--- config.mk ---
export PLATFORM = sky130hd
export DESIGN_NAME = switch_share_arbiter
export DESIGN_NICKNAME = d
export VERILOG_FILES = /design/src/rtl/switch_share_arbiter.sv
export SDC_FILE = /design/constraint.sdc
export NUM_CORES = 1
export LEC_CHECK = 0
export ABC_CLOCK_PERIOD_IN_PS = 4800
export CAP_MARGIN = 20
export CELL_PAD_IN_SITES_DETAIL_PLACEMENT = 1
export CELL_PAD_IN_SITES_GLOBAL_PLACEMENT = 1
export CORE_AREA = 10 10 51 60
export CTS_CLUSTER_DIAMETER = 50
export CTS_CLUSTER_SIZE = 14
export DETAILED_ROUTE_END_ITERATION = 8
export DIE_AREA = 0 0 61 70
export HOLD_SLACK_MARGIN = 0.15
export PLACE_DENSITY = 0.77
export SLEW_MARGIN = 15
export SYNTH_ARGS = -nofsm -noshare
export SYNTH_HDL_FRONTEND = slang
export SYNTH_SLANG_ARGS = --single-unit
--- constraint.sdc ---
create_clock -name clk -period 4.8 [get_ports clk]
set_input_delay 0.72 -clock clk [delete_from_list [all_inputs] [get_ports clk]]
set_output_delay 0.72 -clock clk [all_outputs]
set_load 0.01 [all_outputs]
--- src/rtl/switch_share_arbiter.sv ---
// Two debounced switch requesters sharing one output through a round-robin arbiter with a minimum hold.
// Optional SWITCH_SHARE_ARB_SYNC_EN adds a 2-flop synchronizer on each raw input ahead of debounce.
module switch_share_arbiter #(
  parameter int DEBOUNCE_CYCLES = 4,
  parameter int MIN_HOLD        = 8
) (
  input  logic clk,
  input  logic rst,
  input  logic in_a,
  input  logic in_b,
  output logic out,
  output logic grant_a,
  output logic grant_b,
  output logic req_a,
  output logic req_b
);

  localparam int CW = $clog2(DEBOUNCE_CYCLES + 1);
  localparam int HW = (MIN_HOLD > 1) ? $clog2(MIN_HOLD) : 1;
  localparam logic [CW-1:0] CNT_LAST  = CW'(DEBOUNCE_CYCLES - 1);
  localparam logic [HW-1:0] HOLD_LAST = HW'(MIN_HOLD - 1);

  typedef enum logic [1:0] {IDLE, GNT_A, GNT_B} state_t;

  logic [1:0] raw, samp;
  assign raw = {in_b, in_a};

`ifdef SWITCH_SHARE_ARB_SYNC_EN
  logic [1:0] sync1_q, sync2_q;
  always_ff @(posedge clk) begin
    if (rst) begin
      sync1_q <= '0;
      sync2_q <= '0;
    end else begin
      sync1_q <= raw;
      sync2_q <= sync1_q;
    end
  end
  assign samp = sync2_q;
`else
  assign samp = raw;
`endif

  // Index 0 is requester A, index 1 is requester B.
  logic [1:0]         req_q, req_d;
  logic [1:0][CW-1:0] cnt_q, cnt_d;

  always_comb begin
    req_d = req_q;
    cnt_d = cnt_q;
    for (int i = 0; i < 2; i++) begin
      if (samp[i] == req_q[i]) begin
        cnt_d[i] = '0;
      end else if (cnt_q[i] == CNT_LAST) begin
        req_d[i] = samp[i];
        cnt_d[i] = '0;
      end else begin
        cnt_d[i] = cnt_q[i] + CW'(1);
      end
    end
  end

  state_t        state_q, state_d;
  logic [HW-1:0] hold_q, hold_d;
  logic          last_b_q, last_b_d;

  always_comb begin
    state_d  = state_q;
    hold_d   = hold_q;
    last_b_d = last_b_q;
    case (state_q)
      IDLE: begin
        if (req_q[0] && (!req_q[1] || last_b_q)) state_d = GNT_A;
        else if (req_q[1])                       state_d = GNT_B;
      end
      GNT_A: begin
        if (!req_q[0])                               state_d = req_q[1] ? GNT_B : IDLE;
        else if (hold_q == HOLD_LAST && req_q[1])    state_d = GNT_B;
        else if (hold_q != HOLD_LAST)                hold_d  = hold_q + HW'(1);
      end
      GNT_B: begin
        if (!req_q[1])                               state_d = req_q[0] ? GNT_A : IDLE;
        else if (hold_q == HOLD_LAST && req_q[0])    state_d = GNT_A;
        else if (hold_q != HOLD_LAST)                hold_d  = hold_q + HW'(1);
      end
      default: state_d = IDLE;
    endcase
    // Any new ownership restarts the hold window and records the owner for round-robin.
    if (state_d != state_q && state_d != IDLE) begin
      hold_d   = '0;
      last_b_d = (state_d == GNT_B);
    end
  end

  always_ff @(posedge clk) begin
    if (rst) begin
      req_q    <= '0;
      cnt_q    <= '0;
      state_q  <= IDLE;
      hold_q   <= '0;
      last_b_q <= 1'b1;
    end else begin
      req_q    <= req_d;
      cnt_q    <= cnt_d;
      state_q  <= state_d;
      hold_q   <= hold_d;
      last_b_q <= last_b_d;
    end
  end

  assign req_a   = req_q[0];
  assign req_b   = req_q[1];
  assign grant_a = (state_q == GNT_A);
  assign grant_b = (state_q == GNT_B);
  assign out     = (state_q != IDLE);

endmodule

==> results.sh, run 1 <==
export IMPL_status="complete, no violations"
export IMPL_gp_congestion=0.7889
export IMPL_finalClockSkew_ps=1.345
export IMPL_hold_slack_ps=432.8
export IMPL_chipWidth_um=61
export IMPL_initial_core_util=0.4072
export IMPL_wl_per_cell_um=14.28
export IMPL_drtIter0Drc=3
export IMPL_routed_wl_um=1671
export IMPL_antenna_cells=0
export IMPL_coreArea_um2=1982
export IMPL_startpoint_type="flop"
export IMPL_io_buffers=8
export IMPL_tightestPinTransition_ps=544.2
export IMPL_num_vias=632
export IMPL_io_pins=9
export IMPL_syn_nets=102
export IMPL_r2r_slack_ps=2610
export IMPL_hp_start="cnt_q[3]"
export IMPL_syn_to_final_growth_pct=14.57
export IMPL_rows=18
export IMPL_firstDrtPassIters=2
export IMPL_drv_slew=0
export IMPL_min_period_ps=2557
export IMPL_grt_start_max_net_pins=12
export IMPL_hpwl_um=1322
export IMPL_power_density_nw_per_um2=239.1
export IMPL_r2r_end="hold_q[1]"
export IMPL_synthSimpleGateAreaFrac=0.2047
export IMPL_total_power_mw=0.2210
export IMPL_r2r_cells=7
export IMPL_clock_root_buffer="clkbuf_4"
export IMPL_cp_required_ps=4080
export IMPL_die_h_um=70
export IMPL_hold_depth=1
export IMPL_ant_nets=0
export IMPL_cts_inserted_buffers=3
export IMPL_synthAdderAreaFrac=0.1550
export IMPL_drive_gt1_frac=0.1031
export IMPL_syn_inst=88
export IMPL_grt_usage=0.08996
export IMPL_rsz0062_at_grt="no"
export IMPL_cts_sinks=14
export IMPL_cts_hold_fix_buffers=0
export IMPL_yosysSeqAreaShare=0.3473
export IMPL_synth_warning_count=0
export IMPL_ys_seq_elements=14
export IMPL_worstSetupPathType="flop to output pin"
export IMPL_synthXorXnorAreaFrac=0.03256
export IMPL_synth_compound_area_frac=0.1395
export IMPL_post_cts_setup_buffer_count=0
export IMPL_fmax_ghz=0.3911
export IMPL_fin_nets=112
export IMPL_cts_tree="done"
export IMPL_drcViolationCount=0
export IMPL_h_tree_depth=1
export IMPL_dp_slack_ps=2549
export IMPL_grt_pass1_vias=676
export IMPL_power_leakage_nw=0.3430
export IMPL_synthesis_area_um2=807.0
export IMPL_clock_latency_ps=270
export IMPL_avgViaCountPerCell=5.402
export IMPL_setup_ws_ps=2243
export IMPL_maxSlewHeadroom=0.6365
export IMPL_fin_cells=117
export IMPL_cp_max_fo=11
export IMPL_synth_edf_count=0
export IMPL_maxCapViolCount=0
export IMPL_hold_end="cnt_q[3]"
export IMPL_hold_viol_final=0
export IMPL_fin_setup_tns_ps=0
export IMPL_grt_pass1_wl_um=3008
export IMPL_antenna_found_initial=0
export IMPL_ir_drop_mv=0.1470
export IMPL_synth_cell_types=31
export IMPL_dieArea_um2=4270
export IMPL_synth_flop_cell="dfxtp_1"
export IMPL_dp_cells=113
export IMPL_arrival_ps=1840
export IMPL_setup_viol=0
export IMPL_syn_avg_cell_area_um2=9.171
export IMPL_cp_end_kind="output pin"
export IMPL_ctsResizeCount=0
export IMPL_synth_area_mux_share=0.04961
export IMPL_clock_path_buffers=2
export IMPL_synth_top_family_by_area="simple AND/OR/NAND/NOR gates"
export IMPL_hold_path_class="flop to flop"
export IMPL_r2r_start="state_q[0]"
export IMPL_overflow=0
export IMPL_async_reset_ff_frac=0
export IMPL_fin_crit_sh=0.5327
export IMPL_clkTransAtPathRegs_ps=80
==> area by class of cell <==
class                           count  area (um2)
Clock buffer                        4       36.28
Fill cell                         251        1057
Inverter                            9       33.78
Multi-Input combinational cell     62       469.2
Sequential cell                    14       280.3
Tap cell                           20       25.02
Timing Repair Buffer                8       80.08
==> cell usage in the layout, fill, tap and decap left out, types with 2 or more instances in the layout <==
cell / n
nor2_1: 13
nand2_1: 3
nand3_1: 3
or3_1: 2
a21oi_1: 2
nor4_1: 3
xnor2_1: 3
ha_1: 10
mux2i_1: 4
clkbuf_4: 3
nor2b_1: 2
dfxtp_1: 14
o21ai_1: 2
nand4_1: 2
inv_1: 8
clkdlybuf4s50_1: 8
==> worst max path at each step <==
stage	from	to	slack, ps	cells after the start
final	state_q[0]	out	2240	4
after CTS	state_q[0]	out	2230	4
after floorplan	state_q[0]	hold_q[0]	2810	9
after global routing	state_q[0]	out	2130	4
after global placement	state_q[0]	out	2600	4
after detailed placement	state_q[0]	out	2550	4
==> power by group <==
group,switching (mW),internal (mW)
logic,0.00851,0.00850
registers,0.00232,0.119
clock network,0.0369,0.0461
total,0.0477,0.173
==> cells in the mapped netlist (2+ instances only) <==
cell type,instances,area share
nor4_1,3,0.023
inv_1,8,0.037
o21ai_1,2,0.012
dfxtp_1,14,0.35
or3_1,2,0.016
nor2_1,13,0.060
nor2b_1,2,0.016
nand3_1,3,0.019
a21oi_1,2,0.012
mux2i_1,4,0.050
nand4_1,2,0.016
ha_1,10,0.16
nand2_1,3,0.014
xnor2_1,3,0.033
==> logic make-up (layout without fill, tap and decap cells) <==
kind of cell    Yosys count  in the layout
xor+xnor                  3              3
compound gates           13             13
fa+ha+maj                10             10
mux                       4              4
buf+inv                  12             21
simple gates             32             32
flops                    14             14
==> flip-flops by register name, summed over array words and instances (netlist names) <==
name,count
cnt_q,6
hold_q,3
req_q,2
state_q,2
last_b_q,1
==> metrics by stage <==
| step | util | area (um2) |
|---|---|---|
| finish | 0.4665 | 924.6 |
| global route | 0.4665 | 924.6 |
| CTS | 0.4665 | 924.6 |
| detailed placement | 0.4482 | 888.4 |
| global placement | 0.4482 | 888.4 |
| floorplan | - | 807.0 |
==> worst max-delay path, cell delays in order (launching register included) <==
cell and delay [ps]:
dfxtp_1 560, inv_1 140, ha_1 250, inv_1 80, clkdlybuf4s50_1 530
==> metal layers <==
metal,part of all wire,GRT usage,up-vias
li1,-,-,327
met1,0.40,0.09524,297
met2,0.54,0.1544,6
met3,0.041,0.02351,2
met4,0.014,0.04401,0
met5,0,0,-
Note: power is estimated with default switching activity, not from simulation.
==> inputs of run 2 (changes only) <==
- ABC_CLOCK_PERIOD_IN_PS: 4800 -> 2350
- CORE_AREA: 10 10 51 60 -> 10 10 54 65
- DIE_AREA: 0 0 61 70 -> 0 0 64 75
- PLACE_DENSITY: 0.77 -> 0.69
- clock period: 4.8 -> 2.35 ns (I/O delays scaled with it)
==> results.sh, run 2 (synthesized netlist as in run 1, its figures left out) <==
export IMPL_power_density_nw_per_um2=438.4
export IMPL_drtIter0Drc=9
export IMPL_cp_cell_sequence="inv_1, buf_4, ha_1, inv_1, clkdlybuf4s50_1"
export IMPL_hold_viol_final=0
export IMPL_cpMostUsedCell="inv_1"
export IMPL_syn_to_final_growth_pct=16.43
export IMPL_power_leakage_nw=0.3455
export IMPL_grt_start_max_net_pins=12
export IMPL_io_pins=9
export IMPL_hp_start="cnt_q[3]"
export IMPL_clock_latency_ps=270
export IMPL_setup_viol=0
export IMPL_drive_gt1_frac=0.1122
export IMPL_avgViaCountPerCell=4.977
export IMPL_regMostFlops="cnt_q"
export IMPL_cp_required_ps=2000
export IMPL_chipWidth_um=64
export IMPL_h_tree_depth=1
export IMPL_clock_path_buffers=2
export IMPL_clkTransAtPathRegs_ps=80
export IMPL_p_sw_frac=0.2243
export IMPL_ant_nets=0
export IMPL_pwr_share_comb=0.086
export IMPL_dieArea_um2=4800
export IMPL_multi_input_area_um2=469.2
export IMPL_die_h_um=75
export IMPL_maxCapViolCount=0
export IMPL_antenna_found_initial=0
export IMPL_cts_inserted_buffers=3
export IMPL_initial_core_util=0.3573
export IMPL_status="complete, no violations"
export IMPL_r2r_start="hold_q[0]"
export IMPL_p_clk_frac=0.315
export IMPL_maxSlewHeadroom=0.6382
export IMPL_clock_root_buffer="clkbuf_4"
export IMPL_worstSetupPathType="flop to output pin"
export IMPL_slowest_stage="clkdlybuf4s50_1"
export IMPL_ctsResizeCount=0
export IMPL_fin_setup_tns_ps=0
export IMPL_arrival_ps=1830
export IMPL_grt_usage=0.07466
export IMPL_drv_slew=0
export IMPL_routed_wl_um=1677
export IMPL_ir_drop_mv=0.2738
export IMPL_cts_sinks=14
export IMPL_grt_pass1_wl_um=2932
export IMPL_rows=19
export IMPL_worstSetupStartpoint="state_q[1]"
export IMPL_fin_crit_sh=0.9285
export IMPL_gp_congestion=0.7002
export IMPL_share_seq_of_total_power=0.600
export IMPL_post_cts_setup_buffer_count=0
export IMPL_hold_path_class="flop to flop"
export IMPL_hold_slack_ps=424.1
export IMPL_wl_per_cell_um=13.00
export IMPL_num_vias=642
export IMPL_cts_tree="done"
export IMPL_top_regs="cnt_q: 6 flops, hold_q: 3 flops"
export IMPL_max_stage_delay_ps=540
export IMPL_fin_util=0.4161
export IMPL_startpoint_type="flop"
export IMPL_seqCellArea_um2=280.3
export IMPL_final_cell_mix="dfxtp_1, nor2_1, ha_1"
export IMPL_final_common_cell="dfxtp_1"
export IMPL_fmax_ghz=0.4583
export IMPL_finalClockSkew_ps=0.6144
export IMPL_rsz0062_at_grt="no"
export IMPL_overflow=0
export IMPL_drcViolationCount=0
export IMPL_power_internal_mw=0.3195
export IMPL_antenna_cells=0
export IMPL_cp_end_kind="output pin"
export IMPL_fin_nets=114
export IMPL_firstDrtPassIters=3
export IMPL_coreArea_um2=2258
export IMPL_grt_pass1_vias=670
export IMPL_fillers=269
export IMPL_hpwl_um=1347
export IMPL_io_buffers=8
export IMPL_cp_max_fo=7
export IMPL_largest_register_ffs=6
export IMPL_tightestPinTransition_ps=541.6
export IMPL_min_period_ps=2182
export IMPL_p_sw_mw=0.09241
export IMPL_cts_hold_fix_buffers=0
## run 2: cell types whose count changed in the layout (fill, tap and decap cells not counted), sizes merged
cell	previous run	this run
clkbuf	4	3
buf	0	2
## run 2: critical path, delay by kind of cell (launching register included)
family / cells / cell delay (ps)
fa+ha+maj: 1 / 210
buf+inv: 4 / 890
flops: 1 / 460
## run 2: final timing paths
| path | end | slack (ps) | depth (start not counted) |
|---|---|---|---|
| hold / removal | cnt_q[3] | 420 | 1 |
| hold reg to reg | cnt_q[3] | 420 | 1 |
| setup / recovery | out | 170 | 5 |
| setup reg to reg | hold_q[1] | 240 | 8 |
## run 2: through the flow
| stage | worst slack, ps | total power [mW] | std cells | instance area (um2) |
|---|---|---|---|---|
| floorplan | 359.3 | 0.2751 | 88 | 807.0 |
| global route | 41.49 | 0.4355 | 129 | 939.7 |
| global placement | 287.5 | 0.2870 | 126 | 917.1 |
| CTS | 143.7 | 0.4185 | 129 | 939.7 |
| finish | 168.0 | 0.4119 | 129 | 939.7 |
| detailed placement | 248.7 | 0.2885 | 126 | 917.1 |
## run 2: power by group through the flow
stage               Combinational [mW]  Clock (mW)  Sequential, mW
floorplan                       0.0239           0           0.251
global placement                0.0345           0           0.252
detailed placement              0.0357           0           0.253
CTS                             0.0362       0.135           0.247
global route                    0.0409       0.147           0.248
finish                          0.0353       0.130           0.247
## run 2: layer usage
| metal | global-route usage | wire length [um] |
|---|---|---|
| met1 | 0.07770 | 730 |
| met3 | 0.02374 | 70 |
| met4 | 0.02190 | 0 |
| met2 | 0.1406 | 876 |
| met5 | 0 | 0 |
## run 2: cell type report
cell class	count	share of cell area
multi-input cells	62	0.4993
clock buffers	3	0.02397
flip-flops and latches	14	0.2983
well taps	31	0.04128
inverters	9	0.03595
repair buffers	10	0.1012
==> inputs of run 3 (changes only) <==
- CTS_CLUSTER_DIAMETER: 50 -> 100
- SLEW_MARGIN: 15 -> default
==> results of run 3 <==
The final DEF is identical to that of run 2; final timing and power are the same.
==> patch (config.mk and constraints of run 3) <==
The 3 states of `state_t` get a one-hot encoding in 3 bits.
--- a/src/rtl/switch_share_arbiter.sv
+++ b/src/rtl/switch_share_arbiter.sv
@@ -20,7 +20,7 @@
   localparam logic [CW-1:0] CNT_LAST  = CW'(DEBOUNCE_CYCLES - 1);
   localparam logic [HW-1:0] HOLD_LAST = HW'(MIN_HOLD - 1);
 
-  typedef enum logic [1:0] {IDLE, GNT_A, GNT_B} state_t;
+  typedef enum logic [2:0] {IDLE = 3'b001, GNT_A = 3'b010, GNT_B = 3'b100} state_t;
 
   logic [1:0] raw, samp;
   assign raw = {in_b, in_a};
Formal check against the unedited RTL: same outputs for any inputs over 10 cycles, from zero or initial values and one cycle with rst high; not proved beyond that.
==> patch against run 3 <==
  * Power up 5.4%
  * Routed wire length decreased by 0.72%
  * Sequential cell count increased by 1
  * Cell area increased by 6.1%
  * Setup slack better by 0.013 ns
  * Die area did not move
  * Synthesized area up 12%
  * Worst hold slack better by 0.0028 ns
  * Register-to-register slack improved by 0.19 ns
  * First-iteration DRC count is 22% lower
  * Combinational power down 25%
  * Count of clock-buffer cells in the layout increased by 1
  * Critical endpoint is now grant_b
  * Largest power group unchanged
  * Highest routed layer is now met4
==> patch: results (changes against run 3) <==
.. list-table::
   :header-rows: 1

   * - Metric
     - Value
   * - Result of the run
     - finished, final reports clean
   * - Largest fanout on the critical path
     - 11 (+4)
   * - Minimum setup slack among reg-to-reg paths
     - 0.43 ns (+0.19 ns)
   * - Number of distinct library cell variants in the gate-level netlist after synthesis
     - 37 (+19%)
   * - Reg2reg path depth
     - 7 (-1)
   * - First-pass GRT wire length
     - 2.967 mm (+1.2%)
   * - Half-perimeter wire length of the detailed placement result
     - 1.325 mm (-1.6%)
   * - Number of instances in the placed design
     - 127 (+0.79%)
   * - Share of synthesized cell area in full adder, half adder and majority cells
     - 0.08322 (-0.07182)
   * - Crit path from
     - state_q[2]$_SDFF_PP0_
   * - Syn_nets
     - 104 (+2.0%)
   * - Worst IR drop on VDD
     - 0.0002778 V (+1.5%)
   * - Pin count of the biggest net entering global routing
     - 13 (+1)
   * - Post-synthesis xor/xnor area fraction
     - 0.06935 (+0.03679)
   * - Post-synthesis instance total
     - 94 (+6.8%)
   * - Leakage power of the design
     - 0.3855 nW (+12%)
   * - List of most frequent post-synthesis cells
     - sky130_fd_sc_hd__dfxtp_1, sky130_fd_sc_hd__nor2_1, sky130_fd_sc_hd__inv_1, sky130_fd_sc_hd__ha_1, sky130_fd_sc_hd__nand2_1
   * - DRT Pass-1 Iters
     - 2 (-1)
   * - Total global-route track usage
     - 0.07596 (+0.001294)
   * - Worst reg2reg endpoint
     - hold_q[0]$_SDFFE_PP0P_
   * - Worst clock skew
     - 0.003557 ns (+0.002943 ns)
   * - Leading post-synthesis cells by cell area
     - sky130_fd_sc_hd__dfxtp_1, sky130_fd_sc_hd__ha_1, sky130_fd_sc_hd__nor2_1
   * - Sequential element share of the synthesized area
     - 0.3329 (-0.01442)
   * - Power in combinational cells
     - 0.0263 mW (-25%)
   * - Clk power
     - 0.146 mW (+12%)
   * - Count of routing violations after the opening detailed-route iteration
     - 7 (-2)
   * - Min-Delay Startpoint
     - cnt_q[3]$_SDFF_PP0_
   * - Vias in the first global route
     - 659 (-1.6%)
   * - Post-synthesis compound-gate area fraction
     - 0.1456 (+0.006096)
   * - Placed inst area
     - 970.9 um2 (+5.9%)
   * - Cell with the biggest individual delay on the critical path
     - sky130_fd_sc_hd__dfxtp_1
   * - Average routed wire per standard cell
     - 12.71 um (-2.2%)
   * - Transition time at the pin with the least slew margin
     - 0.5326 ns (-0.008956 ns)
   * - Worst path top cell family by delay
     - flip-flops
   * - Peak Freq
     - 0.4611 GHz (+0.61%)
   * - Multiplexer fraction of the synthesized cell area
     - 0.05687 (+0.007253)
patch: how the worst min path moves through the flow:
stage / slack (ns) / cells past startpoint / end
5_1_grt: 0.46 / 1 / cnt_q[3]$_SDFF_PP0_
3_5_place_dp: 0.41 / 1 / cnt_q[0]$_SDFF_PP0_
4_1_cts: 0.43 / 1 / cnt_q[0]$_SDFF_PP0_
2_1_floorplan: 0.40 / 1 / cnt_q[0]$_SDFF_PP0_
3_3_place_gp: 0.41 / 1 / cnt_q[0]$_SDFF_PP0_
6_report: 0.43 / 1 / cnt_q[3]$_SDFF_PP0_
patch: layer usage:
metal	wire, um	vias up	share of wire	global-route usage
met5	0	-	0	0
met4	18	0	0.011	0.04380
met3	51	4	0.031	0.01632
met2	893	7	0.54	0.1429
met1	701	310	0.42	0.07621
li1	-	329	-	-
patch: cell type report:
type | count | area [um2]
clock buffer | 4 | 26.28
fill | 263 | 1261
inverter | 7 | 26.28
multi-input combinational | 66 | 525.5
sequential | 15 | 300.3
tap | 31 | 38.79
timing repair buffer | 8 | 80.08
